**config.mk**
```make
export PLATFORM = sky130hd
export DESIGN_NAME = find_max_datapath_flat
export DESIGN_NICKNAME = d
export VERILOG_FILES = /design/src/rtl/find_max_datapath_if.sv /design/src/rtl/find_max_datapath.sv /design/src/flat_wrapper.sv
export SDC_FILE = /design/constraint.sdc
export NUM_CORES = 1
export LEC_CHECK = 0
export BUFFER_PORTS_ARGS = -buffer_cell sky130_fd_sc_hd__buf_2
export CORE_MARGIN = 2
export CORE_UTILIZATION = 25
export CTS_CLUSTER_SIZE = 40
export DETAILED_ROUTE_END_ITERATION = 8
export HOLD_SLACK_MARGIN = 0.1
export MAX_ROUTING_LAYER = met4
export PLACE_DENSITY_LB_ADDON = 0.12
export SLEW_MARGIN = 20
export SYNTH_ARGS = -nofsm -noshare
export SYNTH_HDL_FRONTEND = slang
export SYNTH_SLANG_ARGS = --single-unit
```
**constraint.sdc**
```tcl
create_clock -name mclk -period 2.3 [get_ports mclk]
set_input_delay 0.115 -clock mclk [delete_from_list [all_inputs] [get_ports mclk]]
set_output_delay 0.115 -clock mclk [all_outputs]
set_load 0.03 [all_outputs]
```
**src/rtl/find_max_datapath_if.sv**
```systemverilog
// Memory read bus between the findMax datapath and its single-port block ROM.
// The datapath is the master: it drives the address and consumes the read data.
interface find_max_datapath_if #(
    parameter int AW = 8,
    parameter int DW = 16
) ();
    logic [AW-1:0] addra;
    logic [DW-1:0] douta;

    modport master (output addra, input  douta);
    modport slave  (input  addra, output douta);
endinterface

```
**src/rtl/find_max_datapath.sv**
```systemverilog
// findMax datapath: walks n consecutive ROM words from startaddr and keeps the
// unsigned running maximum; done is sticky once every requested word is compared.
module find_max_datapath #(
    parameter int AW  = 8,
    parameter int DW  = 16,
    parameter int SAW = 16
) (
    input  logic                mclk,
    input  logic                reset,
    input  logic [SAW-1:0]      startaddr,
    input  logic [AW-1:0]       n,
    find_max_datapath_if.master mem,
    output logic [DW-1:0]       max,
    output logic                done
);
    localparam logic [AW-1:0] ONE_A = AW'(1);

    logic [AW-1:0] addr_r;
    logic [AW-1:0] addr_s;
    logic [AW-1:0] remaining_r;
    logic [AW-1:0] remaining_s;
    logic          vld_r;
    logic          vld_s;
    logic [DW-1:0] max_r;
    logic [DW-1:0] max_s;
    logic          done_r;
    logic          done_s;

    // Upper startaddr bits are intentionally ignored; the address space is AW bits.
    logic unused_startaddr_s;
    assign unused_startaddr_s = ^startaddr[SAW-1:AW];

    // Next-state: issue one read per cycle while words remain, compare the word
    // requested on the previous edge (the ROM has one cycle of latency).
    always_comb begin
        addr_s      = addr_r;
        remaining_s = remaining_r;
        vld_s       = 1'b0;
        max_s       = max_r;
        done_s      = done_r;
        if (remaining_r != '0) begin
            addr_s      = addr_r + ONE_A;
            remaining_s = remaining_r - ONE_A;
            vld_s       = 1'b1;
        end else begin
            done_s      = 1'b1;
        end
        if (vld_r && (mem.douta > max_r)) begin
            max_s = mem.douta;
        end else begin
            max_s = max_r;
        end
    end

    // State registers; reset samples the scan parameters and clears results.
    always_ff @(posedge mclk) begin
        if (reset) begin
            addr_r      <= startaddr[AW-1:0];
            remaining_r <= n;
            vld_r       <= 1'b0;
            max_r       <= '0;
            done_r      <= 1'b0;
        end else begin
            addr_r      <= addr_s;
            remaining_r <= remaining_s;
            vld_r       <= vld_s;
            max_r       <= max_s;
            done_r      <= done_s;
        end
    end

    assign mem.addra = addr_r;
    assign max       = max_r;
    assign done      = done_r;
endmodule

```
**src/flat_wrapper.sv**
```systemverilog
// flat-port wrapper written by rule: the top's interface ports become plain ports
module find_max_datapath_flat 
#(
    parameter int AW  = 8,
    parameter int DW  = 16,
    parameter int SAW = 16
)
  (mclk, reset, startaddr, n, max, done, mem_addra, mem_douta);
  find_max_datapath_if #(.AW(AW), .DW(DW)) mem_i ();
  input  logic mclk;
  input  logic reset;
  input  logic [SAW-1:0] startaddr;
  input  logic [AW-1:0] n;
  output logic [DW-1:0] max;
  output logic done;
  output wire logic [$bits(mem_i.addra)-1:0] mem_addra;
  input wire logic [$bits(mem_i.douta)-1:0] mem_douta;
  assign mem_addra = mem_i.addra;
  assign mem_i.douta = mem_douta;
  find_max_datapath #(.AW(AW), .DW(DW), .SAW(SAW)) u_core (.mclk(mclk), .reset(reset), .startaddr(startaddr), .n(n), .mem(mem_i), .max(max), .done(done));
endmodule
```
Word level (Yosys, flattened, before mapping)
Index checks and enable logic that the tools add are counted.
{ "totals": {"out_inout_bits": 25, "ff_bits": 34, "romBits": 0, "mem_bits_rw": 0, "n_memories": 0, "in_bits": 42, "latchBits": 0, "wordCells": 16} }
{ "op_classes": {"addsub": 2, "n_reduce_logical": 3, "bitwise": 0, "muxes": 5, "shift": 0, "div_mod_pow": 0, "order_cmp": 1, "n_eq_ne": 0, "multipliers": 0} }
{ "op_table": {"columns": ["operator", "count"], "rows": [
  ["two-way mux 8 bit", 4],
  ["greater-than comparator 16 bit", 1],
  ["adder 8 x 1 -> 8 bit (second input constant)", 1],
  ["nonzero test 8 bit", 1],
  ["subtractor 8 x 1 -> 8 bit (second input constant)", 1],
  ["nonzero test 2 bit", 1],
  ["logical AND 1 bit", 1],
  ["two-way mux 1 bit", 1]
]} }

Logic depth before layout (Yosys ltp)
{ "depth": {"ltp_word": 3, "depth_mapped": 8, "mapped_depth_nobuf": 7} }

Least setup slack after synthesis
OpenSTA, ideal clock, no wires.
{ "synth_path": {"path_type": "register to register", "from": "register u_core.max_r[14] (netlist: u_core.max[14])", "to": "register u_core.max_r[10] (netlist: u_core.max[10])", "arrival_ns": 2.126, "required_time_ns": 2.183, "path_stages_with_launch": 8, "path_slack_ns": 0.057, "cell_sequence": "dfxtp_1 > inv_1 > ha_1 > nand4_2 > a2111o_1 > a32o_1 > buf_6 > a22o_2"} }
{ "synth_via": {"elab_chain_cells": 2} }
{ "synth_lines": {"columns": ["item", "line_no", "rtl"], "rows": [
  ["start: declaration", "find_max_datapath.sv:24", "logic [DW-1:0] max_r;"],
  ["start signal: assignment", "find_max_datapath.sv:67", "max_r <= max_s;"],
  ["greater-than comparator 16 bit", "find_max_datapath.sv:48", "if (vld_r && (mem.douta > max_r)) begin"],
  ["logical AND 1 bit", "find_max_datapath.sv:48", null]
]} }
Every way passes these cells.
A chain may end at the register's enable or synchronous reset.

Worst setup path after layout
{ "layout_path": {"from": "input mem_douta[9]", "to": "register u_core.max_r[8] (netlist: u_core.max[8])"} }
{ "layout_via": {"elab_chain_cells": 2} }
{ "layout_lines": {"columns": ["item", "line_no", "rtl"], "rows": [
  ["start: declaration", "flat_wrapper.sv:17", "input wire logic [$bits(mem_i.douta)-1:0] mem_douta;"],
  ["greater-than comparator 16 bit", "find_max_datapath.sv:48", null],
  ["logical AND 1 bit", "find_max_datapath.sv:48", null]
]} }
Every way passes these cells.

==> metrics.cfg <==
[global_routing]
grt_overflow=0
grt_max_degree=37
grt_pass1_vias=1570
antenna_found_initial=0
grt_pass1_wl_um=7472
grt_usage_pct=11.49

[clocking]
cts_root_buf=clkbuf_8
htreeDepth=2
clock_latency_ns=0.28
cts-buffers-inserted=5
clockBufferDepth=2
postCtsSetupBuffers=0
numClockSinks=34
cts_tree=yes
clk_pin_slew_ns=0.08

[drt]
vias_per_cell=4.293
via_count=1567
wl_met1_um=2112
first_pass_iters=3
wire_per_inst_um=11.98
wl_met2_um=2014
top_layer=met4
drc=0
first_iter_violations=45
wl_um=4373
postRouteAntennaNets=0
wl_met3_um=213

[floorplanning]
core_area_um2=7292
fp.dieW_um=90.91
num_io_pins=67
initial_core_util_pct=25.89
die-area_um2=8264
die_h_um=90.91
fp-row-count=31

[sta]
tightest_slew_ns=0.3904
timing.fmax_ghz=0.4591
period_minus_slack_ns=2.178
setup_viol=0
tns_ns=0
timing_hold_violations_final=0
relSlewSlack_pct=73.78
clock-skew-final_ns=0.004540
fin_crit_sh_pct=94.70
rsz0062_at_grt=false
final_max_slew_viol_count=0

[min_path]
holdPathStages=3
min_to=u_core.remaining_r[0]$_DFFE_PP_
min_from=n[0]
hp-class=in2reg

[worst_setup_path]
path_max_fanout=15
crit_start=mem_douta[9]
cp.arrival_ns=2.35
start_kind=primary input
crit_path_end_kind=flip-flop
rr_worst_depth=6
reg2reg_slack_ns=0.16
critPathKind=in2reg
r2r_end=u_core.max[8]$_SDFFE_PP0P_
critPathRequiredTime_ns=2.48
r2r_start=u_core.max[14]$_SDFFE_PP0P_

[synthesis]
synth-main-ff-cell=dfxtp_1
netlist-cell-type-count=34
ys_seq_area_share_pct=44.53
syn_nets=243
yosys-top-cells-area=edfxtp_1 25%, dfxtp_1 19%, ha_1 12%
yosysWarnings=0
synthDominantCellAreaShare_pct=25.45
synth_edf_count=16
synth_seq_cells=34
synth_cells=183
syn_area_um2=1888
async_flop_share_pct=0
yosys-top-cells-count=19 x inv_1, 19 x nand2_1, 18 x dfxtp_1, 18 x ha_1
synth.avg_cell_area_um2=10.32
synth_top_area_cell=edfxtp_1

[place]
port_buffers=58
dp_hpwl_um=3133
gp_congestion=0.7219

[pwr]
peakVddDrop_mv=0.3278
powerDensity_nw_per_um2=690.5
leakage_uw=0.001133
p_total_uw=1788

[finish]
area_growth_pct=37.18
antennaDiodeCount=0
layout-drive-gt1-share_pct=32.71
final_nets=325

[run]
drv_cap=0

[status]
status=finished clean

[cells in the final DEF, fill, tap and decap left out, types with 4 or more instances in the layout]
cell type	synthesis	final
o21ai_0	16	16
nand3_1	5	5
nor2_1	6	6
a21oi_1	6	6
buf_4	0	6
ha_1	18	18
a22o_2	10	10
xnor2_1	6	6
xor2_1	6	6
dlygate4sd3_1	0	17
nand2_1	19	19
clkbuf_8	0	5
buf_2	0	58
inv_1	19	19
dfxtp_1	18	18
nor3_1	4	4
edfxtp_1	16	16
a22o_1	5	5
[how the worst max path moves through the flow]
| stage | cells after the start | slack [ns] | endpoint |
|---|---|---|---|
| 3_5_place_dp | 6 | 0.07 | u_core.max[9]$_SDFFE_PP0P_ |
| 2_1_floorplan | 7 | 0.06 | u_core.max[10]$_SDFFE_PP0P_ |
| 4_1_cts | 7 | 0.01 | u_core.max[8]$_SDFFE_PP0P_ |
| 3_3_place_gp | 6 | 0.04 | u_core.max[8]$_SDFFE_PP0P_ |
| 6_report | 7 | 0.12 | u_core.max[8]$_SDFFE_PP0P_ |
| 5_1_grt | 7 | 0.01 | u_core.max[1]$_SDFFE_PP0P_ |
[report_power, final]
group	internal [uW]	switching, uW	total, uW	leakage (uW)
clock	319	231	550	0.0000579
combinational	202	262	464	0.000753
sequential	715	59.5	774	0.000322
[logic make-up (layout without fill, tap and decap cells)]
family	count (synthesis)	in the layout	share of synthesized area [%]
AOI/OAI and AO/OA	47	47	19.42
xor gates and xnor gates	12	12	5.567
adders and majority gates	18	18	11.93
buffers and inverters	25	108	5.765
DFF	34	34	44.53
muxes	2	2	1.127
and+or+nand+nor	45	45	11.66
[metal layers]
| metal | vias up | global-route usage [%] |
|---|---|---|
| met3 | 2 | 2.838 |
| met5 | - | - |
| met4 | 0 | 3.409 |
| li1 | 826 | - |
| met2 | 34 | 18.16 |
| met1 | 705 | 14.58 |
[critical path, cell delays in order]
cell           delay [ns]
dlygate4sd3_1        0.53
buf_2                0.13
ha_1                 0.29
nand4_1              0.20
a2111o_1             0.40
a32o_2               0.40
a22o_2               0.30
[per-stage QoR]
step | util (%) | instance area (um2) | setup WS (ns) | cells | hold WS, ns
final | 35.52 | 2590 | 0.1220 | 365 | 0.1038
after global routing | 35.52 | 2590 | 0.01163 | 365 | 0.1111
after CTS | 35.50 | 2589 | 0.01071 | 365 | 0.1004
after detailed placement | 31.67 | 2310 | 0.06829 | 340 | 0.3566
after global placement | 31.67 | 2310 | 0.03796 | 340 | 0.3526
after floorplan | - | 1888 | 0.05667 | 183 | 0.2406
[area by class of cell]
cell class                 count  area (um2)
tap                           99       123.9
clock buffer                   5       68.82
multi-input combinational    124       939.7
inverter                      19       71.32
clock inverter                 3       40.04
timing repair buffer          81       505.5
sequential                    34       840.8
fill                         816        4702
[flip-flops by register name, indices dropped and copies added, names as in the netlist]
name,count
u_core.max,16
u_core.remaining_r,8
u_core.mem.addra,8
u_core.done,1
u_core.vld_r,1
[what timing repair did]
item,CTS,global route
hold buffers,17,0
setup endpoints to repair,0,15
resized for setup,0,1
endpoints found under the hold margin,17,0
No activity file was read; power rests on OpenSTA's default activity.
